<file path="config.mk">
export PLATFORM = sky130hd
export DESIGN_NAME = seq_detect_param
export DESIGN_NICKNAME = d
export VERILOG_FILES = /design/src/rtl/seq_detect_param.sv
export SDC_FILE = /design/constraint.sdc
export NUM_CORES = 1
export LEC_CHECK = 0
export ABC_AREA = 1
export BUFFER_PORTS_ARGS = -buffer_cell sky130_fd_sc_hd__buf_2
export CAP_MARGIN = 20
export CORE_MARGIN = 2
export CORE_UTILIZATION = 55
export DETAILED_ROUTE_END_ITERATION = 10
export PLACE_DENSITY_LB_ADDON = 0.1
export SYNTH_ARGS = -nofsm -noshare
export SYNTH_HDL_FRONTEND = slang
export SYNTH_SLANG_ARGS = --single-unit
</file>
<file path="constraint.sdc">
create_clock -name clk -period 2.7 [get_ports clk]
set_input_delay 0.135 -clock clk [delete_from_list [all_inputs] [get_ports clk]]
set_output_delay 0.135 -clock clk [all_outputs]
set_load 0.01 [all_outputs]
</file>
<file path="src/rtl/seq_detect_param.sv">
// rtl/seq_detect_param.sv - runtime-configurable serial bit-pattern detector with saturating hit counter
module seq_detect_param #(
  parameter int                 MAX_LEN     = 8,
  parameter int                 LEN_W       = $clog2(MAX_LEN) + 1,
  parameter int                 CNT_W       = 8,
  parameter logic [MAX_LEN-1:0] RST_PATTERN = MAX_LEN'('b1010),
  parameter logic [LEN_W-1:0]   RST_LEN     = LEN_W'(4),
  parameter logic               RST_OVERLAP = 1'b1,
  parameter logic               RST_MEALY   = 1'b1
) (
  input  logic               clk,
  input  logic               rstn,
  input  logic               clr,
  input  logic               cfg_we,
  input  logic [MAX_LEN-1:0] cfg_pattern,
  input  logic [LEN_W-1:0]   cfg_len,
  input  logic               cfg_overlap,
  input  logic               cfg_mealy,
  input  logic               in_valid,
  input  logic               in_bit,
  output logic               match,
  output logic [CNT_W-1:0]   match_count,
  output logic [LEN_W-1:0]   fill
);

  logic [MAX_LEN-1:0] hist;
  logic [MAX_LEN-1:0] pat;
  logic [LEN_W-1:0]   len;
  logic               ovl;
  logic               mealy;
  logic               match_q;

  logic [LEN_W-1:0]   le;
  logic [MAX_LEN-1:0] mask;
  logic [MAX_LEN-1:0] window;
  logic               hit;

  // Effective length, compare mask and combinational hit; the window is the
  // history as it will look after shifting in the current bit.
  always_comb begin
    le     = (len > LEN_W'(MAX_LEN)) ? LEN_W'(MAX_LEN) : len;
    mask   = '0;
    for (int i = 0; i < MAX_LEN; i++) begin
      mask[i] = (i < int'(le));
    end
    window = {hist[MAX_LEN-2:0], in_bit};
    hit    = in_valid && !clr && !cfg_we && (le != '0) &&
             (fill >= (le - LEN_W'(1))) &&
             ((window & mask) == (pat & mask));
  end

  // Mealy forwards the hit directly; Moore shows it one cycle later.
  assign match = mealy ? hit : match_q;

  // History, fill, configuration, registered match and hit counter.
  always_ff @(posedge clk or negedge rstn) begin
    if (!rstn) begin
      hist        <= '0;
      fill        <= '0;
      match_q     <= 1'b0;
      match_count <= '0;
      pat         <= RST_PATTERN;
      len         <= RST_LEN;
      ovl         <= RST_OVERLAP;
      mealy       <= RST_MEALY;
    end else if (clr) begin
      hist        <= '0;
      fill        <= '0;
      match_q     <= 1'b0;
      match_count <= '0;
    end else if (cfg_we) begin
      // New configuration starts a fresh stream; the bit on in_bit is dropped
      // and any pending Moore match is cancelled.
      pat     <= cfg_pattern;
      len     <= cfg_len;
      ovl     <= cfg_overlap;
      mealy   <= cfg_mealy;
      hist    <= '0;
      fill    <= '0;
      match_q <= 1'b0;
    end else begin
      match_q <= hit;
      if (in_valid) begin
        hist <= window;
        if (hit && !ovl) begin
          // Non-overlapping: the completing bit is consumed, restart the fill.
          fill <= '0;
        end else if (fill != LEN_W'(MAX_LEN)) begin
          fill <= fill + LEN_W'(1);
        end
      end
      if (hit && (match_count != {CNT_W{1'b1}})) begin
        match_count <= match_count + CNT_W'(1);
      end
    end
  end

endmodule

</file>
======== Word level (Yosys, flattened, before mapping) ========
Index checks and enable logic that the tools add are counted.
storage, ports and cells
  register bits after elaboration ......... 34
  output and inout port bits .............. 13
  word-level logic and storage cells ...... 60
operators by class
  add/sub/neg operators ................... 3
  magnitude comparators ................... 10
  equal/unequal tests ..................... 4
  muxes and demuxes ....................... 15
  bitwise operators ....................... 3
  reductions and logical operators ........ 17
operator list
  operator                                                             count
  4-bit two-way mux                                                    6
  8-bit two-way mux                                                    3
  7-bit two-way mux                                                    3
  8-bit bitwise AND                                                    2
  3-bit by 4-bit < comparator with 1-bit output, first input constant  4
  8-bit by 1-bit adder with 8-bit output, second input constant        1
  8-bit == test                                                        1
  1-bit by 4-bit < comparator with 1-bit output, first input constant  2
  2-bit by 4-bit < comparator with 1-bit output, first input constant  2
  8-bit inequality test, second input constant                         1
  4-bit nonzero test                                                   2
  1-bit logical AND                                                    7
  2-bit AND reduction                                                  3
  4-bit by 1-bit adder with 4-bit output, second input constant        1
  4-bit greater-or-equal comparator                                    1
  4-bit > comparator, second input constant                            1
  4-bit inequality test, second input constant                         1
  4-bit by 1-bit subtractor with 4-bit output, second input constant   1
  1-bit logical NOT                                                    3
  1-bit two-way mux                                                    3
  3-bit nonzero test                                                   1
  2-bit inequality test, second input constant                         1
  2-bit nonzero test                                                   1
  1-bit NOT                                                            1

======== Logic depth before layout (Yosys ltp) ========
  depth after elaboration ................. 11
  gate-level depth with buffers ........... 18
  mapped depth without buffers ............ 18

======== Worst setup path before layout ========
No wires, ideal clock.
  kind .................................... reg2reg
  start point ............................. reg len[2]
  end point ............................... reg fill[1]
  setup time .............................. 119 ps
  data arrival time ....................... 2171 ps
  slack ................................... 411 ps
  cell stages (with the launch flop) ...... 19
  period minus slack after synthesis ...... 2289 ps
  cell sequence ........................... dfstp_2 > inv_1 > nand2_1 > nand2_1 > nand2_1 > ha_1 > xnor2_1 > ha_1 > nand2_1 > inv_1 > nand3_1 > nand3_1 > nand3_2 > nor2_8 > nand2_1 > nand3_1 > nand2_1 > nand2_1 > nand2_1
between the ends
  cells in the longest elaborated chain, start to end .. 11
  elaborated cells between the ends (all ways) .. 26
  those cells by class .................... add/sub (1); order compare (10); eq/ne (1); mux (5); bitwise (2); reduce/logical (7)
ends and longest elaborated chain
  what                                                                       line    source
  start, declared                                                            28      logic [LEN_W-1:0] len;
  start signal, assigned                                                     75      len <= cfg_len;
  4-bit > comparator                                                         41      le = (len > LEN_W'(MAX_LEN)) ? LEN_W'(MAX_LEN) : len;
  4-bit two-way mux *                                                        41
  4-bit by 1-bit subtractor with 4-bit output, or another cell as far along  48      (fill >= (le - LEN_W'(1))) &&
  4-bit greater-or-equal comparator, or another cell as far along            48
  1-bit logical AND or 8-bit == test (tied branches)                         47, 49
  1-bit logical AND *                                                        48
  1-bit logical AND *                                                        85      if (hit && !ovl) begin
  4-bit two-way mux                                                          85
  4-bit two-way mux                                                          83      if (in_valid) begin
  4-bit two-way mux                                                          71      end else if (cfg_we) begin
  4-bit two-way mux                                                          66      end else if (clr) begin
  end signal, assigned                                                       89      fill <= fill + LEN_W'(1);
  end, declared                                                              23      output logic [LEN_W-1:0] fill
Mark *: on every way between the ends. The rest lies on a longest branch, timed or not. The select of a mux whose other input is x is not followed.
A chain may end at the register's enable or synchronous reset.

======== Final worst setup path ========
  start point ............................. reg len[1]
  end point ............................... out match
between the ends
  cells in the longest elaborated chain, start to end .. 7
  elaborated cells between the ends (all ways) .. 20
  those cells by class .................... add/sub (1); order compare (10); eq/ne (1); mux (2); bitwise (2); reduce/logical (4)
ends and longest elaborated chain
  what                                                                       line    source
  4-bit > comparator                                                         41
  4-bit two-way mux *                                                        41
  4-bit by 1-bit subtractor with 4-bit output, or another cell as far along  48
  4-bit greater-or-equal comparator, or another cell as far along            48
  1-bit logical AND or 8-bit == test (tied branches)                         47, 49
  1-bit logical AND *                                                        48
  1-bit two-way mux *                                                        53      assign match = mealy ? hit : match_q;
  end, declared                                                              21      output logic match,
Mark *: on every way between the ends. The rest lies on a longest branch, timed or not.

==> results by group <==
Run status
  – Status: finished, final reports clean

Min path
  – Worst hold-check path type: in -> reg
  – Endpoint, Worst Hold: pat[0]
  – Worst hold start: cfg_pattern[0]
  – Hold path depth: 2

CTS
  – Worst-path clk slew: roughly 100 ps
  – Total CTS buffers: 5
  – H-tree Lvls: 2
  – CTS sink cnt: 34
  – CTS tree: yes
  – Clock Latency Late Sink: 340 ps
  – CTS root buf: clkbuf_4
  – Max clock buf depth: 2

Synthesis
  – Mapped cell area: 1970 um2
  – Yosys cell types: 29
  – Synth Net Count: approximately 250
  – Synthesized area per cell: slightly below 9 um2
  – Post-synthesis sequential area ratio: ~44%
  – Synth Instances: 223
  – YS warnings: 0
  – Post-synthesis register bit count: 34

Floorplanning
  – IO Pins: 33
  – Initial Utilization: between 50% and 60%
  – Die width: 63.8 um
  – Row count: 21
  – Die Y: 63.8 um
  – Core area: approximately 3400 um2
  – Die ar.: 4070 um2

GRT
  – Overall Global Routing Usage: a little over a fifth
  – Antenna violations before repair: 0
  – Global-route wire length before repair: about 7 mm
  – Global route total overflow: 0
  – Vias in the first global route: between 1500 and 2000
  – Largest net degree at the start of global routing: 35

Placed design
  – Placed Area: approximately 2200 um2
  – Gpl congestion: roughly 0.82
  – Port buffer count: 32
  – DP HPWL: between 2 and 3 mm
  – Post-Place Cells: between 200 and 300

Layout
  – Share of layout cells above drive strength 1: between 30 and 40%
  – Final Net Count: about 300
  – Area Overhead vs Synth: 21.4%
  – Post-Layout Cell Count: 316
  – Most frequent cells in the layout: nand2_1 (46), buf_2 (31), inv_1 (29)
  – Post-layout instance area: between 2000 and 2500 um2
  – Number of diodes: 0
  – Commonest non-fill, non-tap cell in the layout: nand2_1

Timing
  – Final Hold Fails: 0
  – Slew margin rel.: about half
  – RSZ-0062 raised after global routing: true
  – Setup Skew: approximately 14 ps
  – Tightest Pin Transition: 771 ps
  – Final setup vio count: 0
  – Min Tclk post-route: around 2600 ps
  – Fin Setup TNS: 0 ps
  – Slew Limit Fails: 0
  – Max frequency: a little under 400 MHz
  – Final critical-path share of the clock period: 96.2%

Setup path
  – WP data arrival: between 2000 and 2500 ps
  – RR Startpoint: len[1]
  – CP max FO: 6
  – CP startpoint kind: flop
  – Crit path capture type: primary output
  – Register-to-Register Path Depth: 18
  – R2R Path End: match_count[0]
  – Critical Path RT: around 2600 ps
  – CP Class: reg -> out
  – FF-to-FF setup slack: ~180 ps

Routing
  – DRC errors left: 0
  – Post-DRT Antenna Nets: 0
  – DR vias: ~1600
  – TritonRoute pass-1 iters: 4
  – DR WL/cell: between 10 and 15 um
  – Routed wire length: between 4 and 5 mm
  – Vias/cell: 5.14
  – Drt initial violations: a little over 90

Pwr
  – Leakage power: between 1 and 1.5 nW
  – Worst VDD drop: roughly 360 uV
  – Power Dens Cells: 466 nW/um2

Job
  – Max-cap violations: 0
==> stage by stage <==
step	hold slack, ps	utilization [%]	total power, mW	worst slack (ps)
after floorplan	-161	-	0.709	411
after detailed placement	246	64.0	0.770	165
final	16.4	70.5	1.11	104
after global placement	240	64.0	0.761	259
after CTS	9.49	67.7	1.09	3.43
after global routing	7.72	70.5	1.18	-48.8
==> repair_timing <==
item                       4_1_cts  5_1_grt
hold buffers                     1        0
buffers inserted                 4        5
resized for setup                4       16
setup endpoints to repair        1        3
cloned                           0        0
pin swaps                        3        6
hold endpoints to repair        29        0
==> cell usage after synthesis, drive strengths merged <==
master / count / area share (%)
o21ai: 6 / 1.5
clkbuf: 1 / 0.19
dfstp: 5 / 6.7
ha: 10 / 6.4
nor2: 24 / 6.9
a21oi: 13 / 3.7
nand3b: 1 / 0.38
nand2: 50 / 10
mux2: 7 / 4.0
nand4: 5 / 2.4
buf: 3 / 0.95
nor4: 1 / 0.32
nand3: 14 / 3.8
o22ai: 6 / 1.9
o31ai: 4 / 2.5
inv: 33 / 6.3
dfrtp: 29 / 37
xor2: 8 / 3.6
xnor2: 3 / 1.3
==> worst max-delay path: stages (launching register included) <==
cell     delay [ps]
dfrtp_1         400
nor2_2          130
nand2_1          60
nand2_1          60
nand2_2          70
ha_4            170
xnor2_2         130
ha_1            280
nand2_2          70
inv_2            50
nand3_2          60
nand3_2          90
nand3_4          90
nor2_8           60
mux2_4          270
buf_6           120
==> layout make-up <==
| class | count | area, um2 |
|---|---|---|
| well taps | 46 | 57.6 |
| multi-input cells | 152 | 1040 |
| fillers | 273 | 1000 |
| inverters | 33 | 124 |
| flip-flops and latches | 34 | 858 |
| repair buffers | 43 | 251 |
| clock buffers | 8 | 58.8 |
==> metal layers <==
metal | vias to the layer above | wire length, um | track usage, %
li1 | 812 | - | -
met1 | 757 | 1910 | 29.0
met2 | 47 | 2010 | 35.2
met3 | 8 | 218 | 5.11
met4 | 0 | 65 | 6.79
met5 | - | 0 | 0
==> cells by family (layout without fill, tap and decap cells) <==
kind of cell               after synthesis  after routing  synth area share (%)
and+or+nand+nor                         95             95                  24.0
buffers and inverters                   37             84                  7.44
DFF                                     34             34                  43.6
AOI/OAI and AO/OA                       29             29                  9.67
xor gates and xnor gates                11             11                  4.90
adders and majority gates               10             10                  6.36
muxes                                    7              7                  4.01
==> sequential cells by signal, summed over array words and instances, names as in the netlist <==
signal       flops
fill             4
hist             7
len              4
match_count      8
match_q          1
mealy            1
ovl              1
pat              8
==> worst max path at each step <==
stage | startpoint | endpoint | slack (ps) | cells after the start
5_1_grt | len[2] | match | -50 | 16
6_report | len[1] | match | 100 | 15
3_5_place_dp | len[2] | fill[0] | 160 | 18
4_1_cts | len[3] | match | 3 | 13
2_1_floorplan | len[2] | fill[1] | 410 | 18
3_3_place_gp | len[2] | fill[3] | 260 | 18
==> where the power goes <==
part           leakage, nW  internal, mW  switching [mW]
Sequential           0.431         0.547          0.0242
Combinational        0.746         0.107           0.139
Clock               0.0326         0.128           0.166
Total                 1.21         0.783           0.329
(Power assumes the default switching activity.)
